## config.mk

```make
export PLATFORM = sky130hd
export DESIGN_NAME = uart_tx_fifo
export DESIGN_NICKNAME = d
export VERILOG_FILES = /design/src/rtl/uart_tx_fifo.sv
export SDC_FILE = /design/constraint.sdc
export NUM_CORES = 1
export LEC_CHECK = 0
export ABC_CLOCK_PERIOD_IN_PS = 3820
export CAP_MARGIN = 40
export CORE_AREA = 4 4 123 184
export CTS_CLUSTER_DIAMETER = 60
export DETAILED_ROUTE_END_ITERATION = 8
export DIE_AREA = 0 0 127 188
export GPL_ROUTABILITY_DRIVEN = 0
export GPL_TIMING_DRIVEN = 0
export HOLD_SLACK_MARGIN = 0.12
export PLACE_DENSITY = 0.49
export SKIP_LAST_GASP = 1
export SLEW_MARGIN = 40
export SYNTH_ARGS = -nofsm -noshare
export SYNTH_HDL_FRONTEND = slang
export SYNTH_SLANG_ARGS = --single-unit
```

## constraint.sdc

```tcl
create_clock -name clk -period 3.82 [get_ports clk]
set_input_delay 0.764 -clock clk [delete_from_list [all_inputs] [get_ports clk]]
set_output_delay 0.764 -clock clk [all_outputs]
set_load 0.005 [all_outputs]
```

## src/rtl/uart_tx_fifo.sv

```systemverilog
// Byte FIFO in front of the UART transmitter: buffers host writes and launches
// one byte at a time onto the transmitter, paced by its busy flag.
module uart_tx_fifo #(
   parameter int DATA_WIDTH = 8,
   parameter int DEPTH = 16,
   localparam int ADDR_WIDTH = $clog2(DEPTH)
) (
   input  logic                  clk,
   input  logic                  reset,
   input  logic                  wr_en,
   input  logic [DATA_WIDTH-1:0] wr_data,
   output logic                  full,
   output logic                  empty,
   output logic [ADDR_WIDTH:0]   count,
   output logic                  overflow,
   output logic                  tx_enable,
   output logic [DATA_WIDTH-1:0] tx_data,
   input  logic                  tx_busy,
   output logic [1:0]            dbg_state
);

   // Handshakes: a host write is taken on any cycle with wr_en high and full low;
   // a write while full is dropped and flagged. Downstream, a byte is launched
   // (tx_enable pulse, tx_data held) only when tx_busy is low, and the next launch
   // waits until tx_busy has been seen to rise and then fall again.

   typedef enum logic [1:0] {
      IDLE      = 2'd0,
      LAUNCH    = 2'd1,
      WAIT_BUSY = 2'd2,
      SENDING   = 2'd3
   } state_t;

   localparam logic [ADDR_WIDTH:0] FULL_COUNT = (ADDR_WIDTH+1)'(DEPTH);

   state_t                state;
   logic [DATA_WIDTH-1:0] mem [DEPTH];
   logic [ADDR_WIDTH-1:0] wr_ptr;
   logic [ADDR_WIDTH-1:0] rd_ptr;
   logic                  wr_ok;
   logic                  pop;

   // full/empty come from registered count, so a same-cycle pop never frees a slot.
   assign full      = (count == FULL_COUNT);
   assign empty     = (count == '0);
   assign wr_ok     = wr_en && !full;
   assign pop       = (state == IDLE) && !empty && !tx_busy;
   assign dbg_state = state;

   always_ff @(posedge clk) begin
      if (wr_ok) begin
         mem[wr_ptr] <= wr_data;
      end
   end

   always_ff @(posedge clk) begin
      if (reset) begin
         wr_ptr   <= '0;
         rd_ptr   <= '0;
         count    <= '0;
         overflow <= 1'b0;
      end else begin
         if (wr_ok) begin
            wr_ptr <= wr_ptr + 1'b1;
         end
         if (wr_en && full) begin
            overflow <= 1'b1;
         end
         if (pop) begin
            rd_ptr <= rd_ptr + 1'b1;
         end
         case ({wr_ok, pop})
            2'b10:   count <= count + 1'b1;
            2'b01:   count <= count - 1'b1;
            default: count <= count;
         endcase
      end
   end

   always_ff @(posedge clk) begin
      if (reset) begin
         state     <= IDLE;
         tx_enable <= 1'b0;
         tx_data   <= '0;
      end else begin
         tx_enable <= 1'b0;
         case (state)
            IDLE: begin
               if (pop) begin
                  tx_data   <= mem[rd_ptr];
                  tx_enable <= 1'b1;
                  state     <= LAUNCH;
               end
            end
            LAUNCH:    state <= WAIT_BUSY;
            WAIT_BUSY: if (tx_busy) state <= SENDING;
            SENDING:   if (!tx_busy) state <= IDLE;
            default:   state <= IDLE;
         endcase
      end
   end

endmodule

```

==> results.toml <==
[layout]
stdcell_area_um2 = 7535
n_antenna_cell = 0
post-route-util_pct = 35.91
drive_gt1_share_pct = 17.63
finalNetCount = 460
area_delta_synth_final_pct = 20.44

[clocking]
clockBufferDepth = 2
clk_pin_slew_ps = 60
cts_buffers = 17
h-tree-depth = 4
cts_root_buffer = "clkbuf_16"
cts_tree = "yes"
cts_resized = 0
clock-sinks = 153
cts_hold_buf = 0
clk_latency_ps = 420
post_cts_buffers = 0

[routing]
ant_nets = 0
wl_per_cell_um = 19.61
drc = 0
drtPass1Iterations = 4
vias = 3418
drtIter0Drc = 155
via_per_inst = 4.774
wl_mm = 14.04

[sta]
rsz0062_at_grt = "false"
slew_headroom_pct = 43.90
finClkSkew_ps = 9.405
finalHoldViolations = 0
slew_violations = 0
min_period_over_period_pct = 91.96
period_minus_slack_ps = 3513
setup_viol = 0
tightest_slew_ps = 838.3
max_freq_ghz = 0.2847

[grt]
grt_max_degree = 17
grt_pass1_vias = 3659
grt_first_pass_wirelength_mm = 21.38
grt.overflow.total = 0
grt_usage_pct = 12.19
antenna_found_initial = 0

[yosys]
avgSynthCellArea_um2 = 16.17
syn_inst = 387
synthArstFlopShare_pct = 0
synth.cell_area_um2 = 6256
yosysSeqAreaShare_pct = 69.44
synth_edf_count = 128
synthTopCellsByCount = "edfxtp_1, nor2_1, mux2i_1, dfxtp_1, nand2_1"
synth_nets = 412
ys.flop_type = "edfxtp_1"
synth.distinct_cells = 43
synth_top_area_share_pct = 61.44
synth_area_leaders = "edfxtp_1, dfxtp_1, mux2i_1"
yosysWarnings = 0
synth_top_area_cell = "edfxtp_1"
synth.most_common_cell = "edfxtp_1"
ys_ff_latch = 153

[worst_hold_path]
min_from = "overflow"
holdPathEnd = "overflow"
min_delay_path_depth = 2
hold_path.class = "reg2reg"

[worst_setup_path]
r2r-start = "dbg_state[0]"
r2r_cells = 14
cp.arrival_ps = 3820
cpMaxStageDelayCell = "clkdlybuf4s50_1"
cp_slowest_stage_delay_ps = 450
critPathMaxFanout = 11
worstSetupPathType = "in2reg"
crit_top_cell = "a21oi_1"
r2r_slack_ps = 580
crit_path_end_kind = "flip-flop"
crit_chain = "clkdlybuf4s50_1 -> nand2b_1 -> a21oi_1 -> buf_2 -> ha_1 -> clkbuf_1 -> xor2_1 -> ha_1 -> a21oi_1 -> nand2b_1 -> a21o_1 -> a21oi_1 -> mux2_1"
r2r_end = "count[4]"
cp.required_ps = 4130
crit_path_start_kind = "primary input"

[outcome]
status = "complete, no violations"

[run]
drv_cap = 0

[pwr]
p_leak_nw = 2.410
powerDensity_nw_per_um2 = 641.1
vdd_drop_max_mv = 0.2864

[floorplanning]
die_area_um2 = 23880
core.rowCount = 65
initial_core_util_pct = 29.82
die_y_um = 188
die_w_um = 127
io_pins = 31
fp.coreArea_um2 = 20980

[place]
io_buffers = 29
hpwlAfterDp_mm = 9.964
placed_area_um2 = 6912
[worst max-delay path: cells and delay by family]
family	cells	cell delay [ps]
xor gates and xnor gates	1	120
adders and majority gates	2	440
and+or+nand+nor	2	280
muxes	1	330
buffers and inverters	3	1080
AOI/OAI and AO/OA	4	810
[power breakdown]
group          leakage (nW)  switching, mW  internal, mW  total [mW]
logic                 0.756          0.582         0.521        1.10
registers              1.36         0.0777          1.92        2.00
clock network         0.294          0.643          1.09        1.73
total                  2.41           1.30          3.53        4.83
[how the worst max path moves through the flow]
stage                     startpoint  cells after the start        to
after floorplan              tx_busy                     12  count[4]
after global routing         tx_busy                     13  count[4]
after global placement       tx_busy                     13  count[4]
after CTS                    tx_busy                     13  count[4]
final                        tx_busy                     13  count[4]
after detailed placement     tx_busy                     13  count[4]
[stage by stage]
stage / total power [mW] / TNS, ps / setup WS, ps / hold WS [ps] / std cells
final: 4.831 / 0 / 307.1 / 472.8 / 716
after global routing: 5.057 / 0 / 65.54 / 517.0 / 716
after CTS: 4.891 / 0 / 319.2 / 483.0 / 716
after detailed placement: 3.161 / -115.0 / -115.0 / 463.4 / 684
after global placement: 3.134 / -109.9 / -109.9 / 457.1 / 684
after floorplan: 2.706 / 0 / 810.4 / 460.4 / 387
[metal layers]
metal | wire, um | global-route usage, % | vias up
met5 | 0 | 0 | -
li1 | - | - | 1605
met2 | 8065 | 23.25 | 49
met4 | 437 | 5.987 | 0
met3 | 353 | 2.280 | 25
met1 | 5185 | 12.43 | 1739
[area by class of cell]
type                    count  area, um2
clock inverters            13      177.7
plain buffers              23      137.6
repair buffers             29      290.3
fillers                  2007      13450
clock buffers              19      432.9
multi-input cells         205       1794
flip-flops and latches    153       4344
well taps                 268      335.3
inverters                   6      22.52
[sequential cells by signal (all words and copies together), names as in the netlist]
signal,cells
tx_data,8
count,5
tx_enable,1
rd_ptr,4
overflow,1
wr_ptr,4
mem,128
dbg_state,2
[cells in the final DEF, fill, tap and decap left out, types with 13 or more instances in the layout]
cell type	n
clkbuf_16	17
clkdlybuf4s50_1	29
dfxtp_1	25
edfxtp_1	128
ha_1	13
mux2i_1	35
mux4_2	13
nand2_1	17
nor2_1	28
o22ai_1	14
[kinds of logic (layout without fill, tap and decap cells)]
| kind of cell | count (synthesis) | after routing | synth area share (%) |
|---|---|---|---|
| adder cells (fa/ha/maj) | 13 | 13 | 2.600 |
| XOR/XNOR | 9 | 9 | 1.260 |
| flip-flops | 153 | 153 | 69.44 |
| AND/OR/NAND/NOR | 80 | 80 | 5.980 |
| AO/OA/AOI/OAI | 50 | 50 | 6.260 |
| buffers and inverters | 29 | 90 | 2.560 |
| multiplexers | 53 | 53 | 11.90 |
No activity file was read; power rests on OpenSTA's default activity.
